**config.mk**
```make
export PLATFORM = sky130hd
export DESIGN_NAME = rs232_transceiver_flat
export DESIGN_NICKNAME = d
export VERILOG_FILES = /design/src/rtl/rs232_transceiver_if.sv /design/src/rtl/rs232_transceiver.sv /design/src/flat_wrapper.sv
export SDC_FILE = /design/constraint.sdc
export NUM_CORES = 1
export LEC_CHECK = 0
export ABC_CLOCK_PERIOD_IN_PS = 3270
export CORE_ASPECT_RATIO = 1.25
export CORE_MARGIN = 2
export CORE_UTILIZATION = 42
export DETAILED_ROUTE_END_ITERATION = 8
export GPL_ROUTABILITY_DRIVEN = 0
export PLACE_DENSITY = 0.72
export SYNTH_ARGS = -nofsm -noshare
export SYNTH_HDL_FRONTEND = slang
export SYNTH_SLANG_ARGS = --single-unit
```
**constraint.sdc**
```tcl
create_clock -name clk -period 3.27 [get_ports clk]
set_clock_uncertainty 0.2 [all_clocks]
set_input_delay 0.981 -clock clk [delete_from_list [all_inputs] [get_ports clk]]
set_output_delay 0.981 -clock clk [all_outputs]
set_load 0.005 [all_outputs]
```
**src/rtl/rs232_transceiver_if.sv**
```systemverilog
// Serial pin pair plus the byte-wide strobe handshakes of the UART.
// The slave modport is the transceiver; the master modport is whatever
// drives it (fabric logic, or a testbench).
interface rs232_transceiver_if;
  logic       rx;
  logic       tx;
  logic [7:0] rx_data;
  logic       rx_data_clk;
  logic [7:0] tx_data;
  logic       tx_en;
  logic       tx_data_clk;

  modport master (
    output rx, tx_data, tx_en,
    input  tx, rx_data, rx_data_clk, tx_data_clk
  );

  modport slave (
    input  rx, tx_data, tx_en,
    output tx, rx_data, rx_data_clk, tx_data_clk
  );
endinterface

```
**src/rtl/rs232_transceiver.sv**
```systemverilog
// Full-duplex 8N1 UART: an independent receiver and transmitter sharing clk.
// PERIOD is clocks per bit; the receiver samples HALF_PERIOD into the start
// bit and then every PERIOD, i.e. mid-bit.
module rs232_transceiver #(
  parameter int PERIOD      = 1250,
  parameter int HALF_PERIOD = PERIOD / 2
) (
  input logic                clk,
  input logic                rst,
  rs232_transceiver_if.slave bus
);
  localparam int              CW        = (PERIOD > 1) ? $clog2(PERIOD) : 1;
  localparam logic [CW-1:0]   BIT_LAST  = CW'(PERIOD - 1);
  localparam logic [CW-1:0]   HALF_LAST = CW'(HALF_PERIOD - 1);

  // ------------------------------------------------------------------
  // Receiver (rs232_recv)
  // ------------------------------------------------------------------
  // RX_BREAK holds off start detection after a framing error until the
  // line has returned high, so a held-low line is not read as a frame.
  typedef enum logic [2:0] {RX_IDLE, RX_START, RX_DATA, RX_STOP, RX_BREAK} rx_state_t;

  rx_state_t     rx_state;
  logic          rx_meta, rxs;
  logic [CW-1:0] rx_cnt;
  logic [2:0]    rx_bit;
  logic [7:0]    rx_shreg;
  logic [7:0]    rx_data_q;
  logic          rx_strobe;

  // Two-flop synchronizer; resets to the idle (high) line level.
  always_ff @(posedge clk or posedge rst) begin
    if (rst) begin
      rx_meta <= 1'b1;
      rxs     <= 1'b1;
    end else begin
      rx_meta <= bus.rx;
      rxs     <= rx_meta;
    end
  end

  // Receive FSM: detect start, confirm at half bit, sample mid-bit, check stop.
  always_ff @(posedge clk or posedge rst) begin
    if (rst) begin
      rx_state  <= RX_IDLE;
      rx_cnt    <= '0;
      rx_bit    <= '0;
      rx_shreg  <= '0;
      rx_data_q <= '0;
      rx_strobe <= 1'b0;
    end else begin
      rx_strobe <= 1'b0;
      case (rx_state)
        RX_IDLE: begin
          rx_cnt <= '0;
          if (!rxs) rx_state <= RX_START;
        end
        RX_START: begin
          if (rx_cnt == HALF_LAST) begin
            rx_cnt   <= '0;
            rx_bit   <= '0;
            // A line already back high at mid start bit was a glitch.
            rx_state <= rxs ? RX_IDLE : RX_DATA;
          end else begin
            rx_cnt <= rx_cnt + 1'b1;
          end
        end
        RX_DATA: begin
          if (rx_cnt == BIT_LAST) begin
            rx_cnt   <= '0;
            rx_shreg <= {rxs, rx_shreg[7:1]};
            rx_bit   <= rx_bit + 1'b1;
            if (rx_bit == 3'd7) rx_state <= RX_STOP;
          end else begin
            rx_cnt <= rx_cnt + 1'b1;
          end
        end
        RX_STOP: begin
          if (rx_cnt == BIT_LAST) begin
            rx_cnt <= '0;
            if (rxs) begin
              rx_data_q <= rx_shreg;
              rx_strobe <= 1'b1;
              // Back to IDLE at mid stop bit so an early next start is caught.
              rx_state  <= RX_IDLE;
            end else begin
              rx_state  <= RX_BREAK;
            end
          end else begin
            rx_cnt <= rx_cnt + 1'b1;
          end
        end
        RX_BREAK: begin
          rx_cnt <= '0;
          if (rxs) rx_state <= RX_IDLE;
        end
        default: rx_state <= RX_IDLE;
      endcase
    end
  end

  assign bus.rx_data     = rx_data_q;
  assign bus.rx_data_clk = rx_strobe;

  // ------------------------------------------------------------------
  // Transmitter (rs232_send)
  // ------------------------------------------------------------------
  typedef enum logic [1:0] {TX_IDLE, TX_START, TX_DATA, TX_STOP} tx_state_t;

  tx_state_t     tx_state;
  logic [CW-1:0] tx_cnt;
  logic [2:0]    tx_bit;
  logic [7:0]    tx_shreg;
  logic          tx_q;
  logic          tx_strobe;

  // Transmit FSM: the line level is registered, so tx changes one edge after
  // the decision and goes high asynchronously with rst.
  always_ff @(posedge clk or posedge rst) begin
    if (rst) begin
      tx_state  <= TX_IDLE;
      tx_cnt    <= '0;
      tx_bit    <= '0;
      tx_shreg  <= '0;
      tx_q      <= 1'b1;
      tx_strobe <= 1'b0;
    end else begin
      tx_strobe <= 1'b0;
      case (tx_state)
        TX_IDLE: begin
          tx_q   <= 1'b1;
          tx_cnt <= '0;
          if (bus.tx_en) begin
            tx_shreg  <= bus.tx_data;
            tx_strobe <= 1'b1;
            tx_q      <= 1'b0;
            tx_state  <= TX_START;
          end
        end
        TX_START: begin
          if (tx_cnt == BIT_LAST) begin
            tx_cnt   <= '0;
            tx_bit   <= '0;
            tx_q     <= tx_shreg[0];
            tx_shreg <= {1'b0, tx_shreg[7:1]};
            tx_state <= TX_DATA;
          end else begin
            tx_cnt <= tx_cnt + 1'b1;
          end
        end
        TX_DATA: begin
          if (tx_cnt == BIT_LAST) begin
            tx_cnt <= '0;
            tx_bit <= tx_bit + 1'b1;
            if (tx_bit == 3'd7) begin
              tx_q     <= 1'b1;
              tx_state <= TX_STOP;
            end else begin
              tx_q     <= tx_shreg[0];
              tx_shreg <= {1'b0, tx_shreg[7:1]};
            end
          end else begin
            tx_cnt <= tx_cnt + 1'b1;
          end
        end
        TX_STOP: begin
          if (tx_cnt == BIT_LAST) begin
            tx_cnt <= '0;
            // Chain straight into the next frame when more data is waiting.
            if (bus.tx_en) begin
              tx_shreg  <= bus.tx_data;
              tx_strobe <= 1'b1;
              tx_q      <= 1'b0;
              tx_state  <= TX_START;
            end else begin
              tx_state  <= TX_IDLE;
            end
          end else begin
            tx_cnt <= tx_cnt + 1'b1;
          end
        end
        default: tx_state <= TX_IDLE;
      endcase
    end
  end

  assign bus.tx          = tx_q;
  assign bus.tx_data_clk = tx_strobe;

endmodule

```
**src/flat_wrapper.sv**
```systemverilog
// flat-port wrapper written by rule: the top's interface ports become plain ports
module rs232_transceiver_flat 
#(
  parameter int PERIOD      = 1250,
  parameter int HALF_PERIOD = PERIOD / 2
)
  (clk, rst, bus_rx, bus_tx_data, bus_tx_en, bus_tx, bus_rx_data, bus_rx_data_clk, bus_tx_data_clk);
  rs232_transceiver_if bus_i ();
  input logic clk;
  input logic rst;
  input wire logic [$bits(bus_i.rx)-1:0] bus_rx;
  input wire logic [$bits(bus_i.tx_data)-1:0] bus_tx_data;
  input wire logic [$bits(bus_i.tx_en)-1:0] bus_tx_en;
  output wire logic [$bits(bus_i.tx)-1:0] bus_tx;
  output wire logic [$bits(bus_i.rx_data)-1:0] bus_rx_data;
  output wire logic [$bits(bus_i.rx_data_clk)-1:0] bus_rx_data_clk;
  output wire logic [$bits(bus_i.tx_data_clk)-1:0] bus_tx_data_clk;
  assign bus_i.rx = bus_rx;
  assign bus_i.tx_data = bus_tx_data;
  assign bus_i.tx_en = bus_tx_en;
  assign bus_tx = bus_i.tx;
  assign bus_rx_data = bus_i.rx_data;
  assign bus_rx_data_clk = bus_i.rx_data_clk;
  assign bus_tx_data_clk = bus_i.tx_data_clk;
  rs232_transceiver #(.PERIOD(PERIOD), .HALF_PERIOD(HALF_PERIOD)) u_core (.clk(clk), .rst(rst), .bus(bus_i));
endmodule
```
==> run_results.csv <==
group,metric,value,unit
cts,cts_tree,"yes",
synthesis,synth_edf_count,0,
cts,cts_hold_buf,0,
synthesis,yosys_warnings,0,
floorplanning,rows,35,
run_status,status,"finished clean",
global_routing,grt_pass1_vias,2322,
synthesis,syn_nets,307,
synthesis,ys_seq_area_share,48.3,%
synthesis,syn-cell-area,0.00322,mm^2
synthesis,netlist.area_leader.share,45.9,%
setup_path,rrSetupSlack,790,ps
timing,fmaxAchievable,394,MHz
setup_path,cpLargestDelayFamily,"flip-flops",
setup_path,reg2reg_depth,4,
synthesis,ys_top_cells_by_area,"dfrtp_1 46%, mux2_2 12%, ha_1 5.4%, nor2_1 2.8%, xnor2_1 2.7%",
synthesis,synthArstFlopShare,100,%
cts,numCtsBuffers,9,
cts,post-cts-setup-buffers,0,
finish,antenna_cells,0,
setup_path,required,2090,ps
floorplanning,ios,23,
placement,post_dp_cell_area,0.00353,mm^2
power,p_total,2.44,mW
global_routing,grt_pass1_wl,10.3,mm
setup_path,path_max_fanout,2,
cts,cts.sinks,62,
routing,drcViolationCount,0,
synthesis,yosysTopAreaCell,"dfrtp_1",
setup_path,reg2reg_from,"u_core.rx_cnt[2]$_DFFE_PP0P_",
synthesis,yosysUniqueCellTypes,55,
routing,drt-total-wl,5.91,mm
synthesis,synth-seq-cells,62,
setup_path,start_kind,"flip-flop",
timing,min_period,2540,ps
finish,stdcell_count,403,
synthesis,avgSynthCellArea,11.5,um^2
timing,worstMarginPinSlew,557,ps
placement,io_buffers,22,
routing,via_per_inst,5.55,
timing,fin_tns_setup,0,ps
timing,setup_viol,0,
hold_path,hold-path-endpoint,"u_core.rxs$_DFF_PP1_",
finish,final_util,50.8,%
global_routing,grt_max_degree,24,
finish,drive_above_1_share,22.8,%
timing,slew_viol_final,0,
placement,hpwl,4.10,mm
cts,insertion_delay,350,ps
hold_path,hold_path.class,"flip-flop to flip-flop",
timing,whs,158,ps
cts,cts_resized,0,
floorplanning,fp.dieH,102,um
routing,drt_iter0_markers,107,
cts,clk_pin_slew,70,ps
hold_path,hold_start,"u_core.rx_meta$_DFF_PP1_",
finish,finalInstanceArea,0.00376,mm^2
flow_run,cap_violations,0,
setup_path,endpoint_kind,"output port",
global_routing,grt_use_total,16.0,%
routing,detail-route-antenna-nets,0,
global_routing,grt-ovfl-total,0,
finish,num-fill-cells,682,
floorplanning,dieArea,0.00838,mm^2
placement,preCtsSetupSlack,479,ps
timing,fin_crit_sh,77.6,%
floorplanning,die_w,82.3,um
synthesis,synthesis.instances,281,
power,p_per_area,648,mW/mm^2
timing,rsz0062_at_grt,"no",
setup_path,crit_type,"flip-flop to output port",
cts,cts_max_level,3,
hold_path,hold-path-cell-count,0,
setup_path,critical_path_buf_inv_count,1,
setup_path,worst_path_largest_cell_delay,530,ps
placement,post-place-cells,387,
timing,setup_ws,732,ps
routing,wl_per_cell,14.7,um
finish,nets,332,
floorplanning,initial_core_util,43.5,%
power,p_leak,1.60,nW
floorplanning,core_area,0.00740,mm^2
routing,first_pass_iters,4,
setup_path,timing.rr.end,"u_core.bus.rx_data[7]$_DFFE_PP0P_",
timing,max_slew_margin,62.5,%
cts,cts_root_buf,"clkbuf_8",
routing,vias,2236,
power,ir_drop,332,uV
setup_path,crit_chain,"clkdlybuf4s50_1",
global_routing,antenna_found_initial,0,
setup_path,slowest_stage,"dfstp_2",
timing,hold_viol,0,
setup_path,arrival,1360,ps
synthesis,synth_ff_type,"dfrtp_1",
finish,area_growth,16.9,%
cts,clk_path_buf_depth,2,
[cell usage in the layout, fill, tap and decap left out, types with 3 or more instances in the layout]
cell             instances
a211oi_1                 7
a311oi_1                 3
and2_1                   3
clkbuf_8                10
clkdlybuf4s50_1         22
dfrtp_1                 59
dfstp_2                  3
ha_1                    14
inv_1                   12
mux2_2                  35
mux2i_1                  3
nand2_1                 14
nand3_1                  5
nand4_1                  8
nor2_1                  24
nor3_1                  10
nor4_1                   5
o21ai_0                  5
or2_2                    3
xnor2_1                 10
xor2_1                   6
[worst max path at each step]
stage | depth (start not counted) | slack (ps) | startpoint | endpoint
3_3_place_gp | 4 | 490 | bus_tx_en | u_core.tx_shreg[3]$_DFFE_PP0P_
2_1_floorplan | 1 | 550 | rst | u_core.bus.rx_data[0]$_DFFE_PP0P_
3_5_place_dp | 4 | 480 | bus_tx_en | u_core.tx_shreg[6]$_DFFE_PP0P_
5_1_grt | 5 | 630 | u_core.tx_state[0]$_DFFE_PP0P_ | u_core.tx_shreg[5]$_DFFE_PP0P_
6_report | 1 | 730 | u_core.bus.tx$_DFFE_PP1P_ | bus_tx
4_1_cts | 1 | 710 | u_core.bus.tx$_DFFE_PP1P_ | bus_tx
[worst reg2reg max path: cells and delay by family, from the launching register on]
kind | cells | cell delay [ps]
and+or+nand+nor | 3 | 1340
muxes | 1 | 380
DFF | 1 | 440
[kinds of logic after synthesis]
logic type      share of synthesized area (%)
mux                                      13.2
flops                                    48.3
simple gates                             15.2
compound gates                           10.1
fa+ha+maj                                5.44
xor+xnor                                 4.35
buf+inv                                  3.30
[state kept, by name (all words and copies together) (netlist names)]
name / flops
u_core.bus.rx_data: 8
u_core.bus.tx: 1
u_core.tx_state: 2
u_core.bus.rx_data_clk: 1
u_core.rx_shreg: 8
u_core.rxs: 1
u_core.tx_cnt: 11
u_core.rx_bit: 3
u_core.bus.tx_data_clk: 1
u_core.rx_state: 3
u_core.rx_cnt: 11
u_core.tx_shreg: 8
u_core.tx_bit: 3
u_core.rx_meta: 1
[where the power goes]
group	switching, mW	leakage, nW	internal, mW
Clock	0.332	0.110	0.455
Combinational	0.327	0.677	0.366
Sequential	0.0812	0.816	0.877
Total	0.740	1.60	1.70
[synthesized netlist by cell type (all sizes together) (2+ instances only)]
| library cell | count |
|---|---|
| nand4 | 8 |
| o31ai | 2 |
| a311oi | 3 |
| a21oi | 2 |
| buf | 6 |
| and4 | 2 |
| or2 | 3 |
| xor2 | 6 |
| mux2 | 35 |
| dfstp | 3 |
| a211oi | 8 |
| o21ai | 5 |
| xnor2 | 10 |
| nor3 | 10 |
| clkbuf | 5 |
| and2 | 3 |
| mux2i | 3 |
| nand2 | 14 |
| a31oi | 2 |
| nor4b | 2 |
| a221oi | 2 |
| a21bo | 2 |
| a22o | 2 |
| and3 | 2 |
| nand3 | 5 |
| o41ai | 2 |
| nand2b | 2 |
| or3 | 2 |
| inv | 13 |
| nor4 | 6 |
| ha | 14 |
| nor2 | 24 |
| dfrtp | 59 |
[area by class of cell]
class                   count  area (um^2)  share of cell area (%)
well taps                  92          115                    3.06
repair buffers             25          255                    6.79
clock buffers              10          138                    3.66
multi-input cells         195         1560                    41.4
clock inverters             6         92.6                    2.46
flip-flops and latches     62         1560                    41.4
inverters                  13         48.8                    1.30
[per-layer routing]
layer	routed length [um]	global-route usage [%]	share of wire (%)
met3	196	4.33	3.3
met2	3030	27.2	51
met5	0	0	0
met4	102	6.54	1.7
met1	2580	18.9	44
Power figures use the tool's default switching activity.
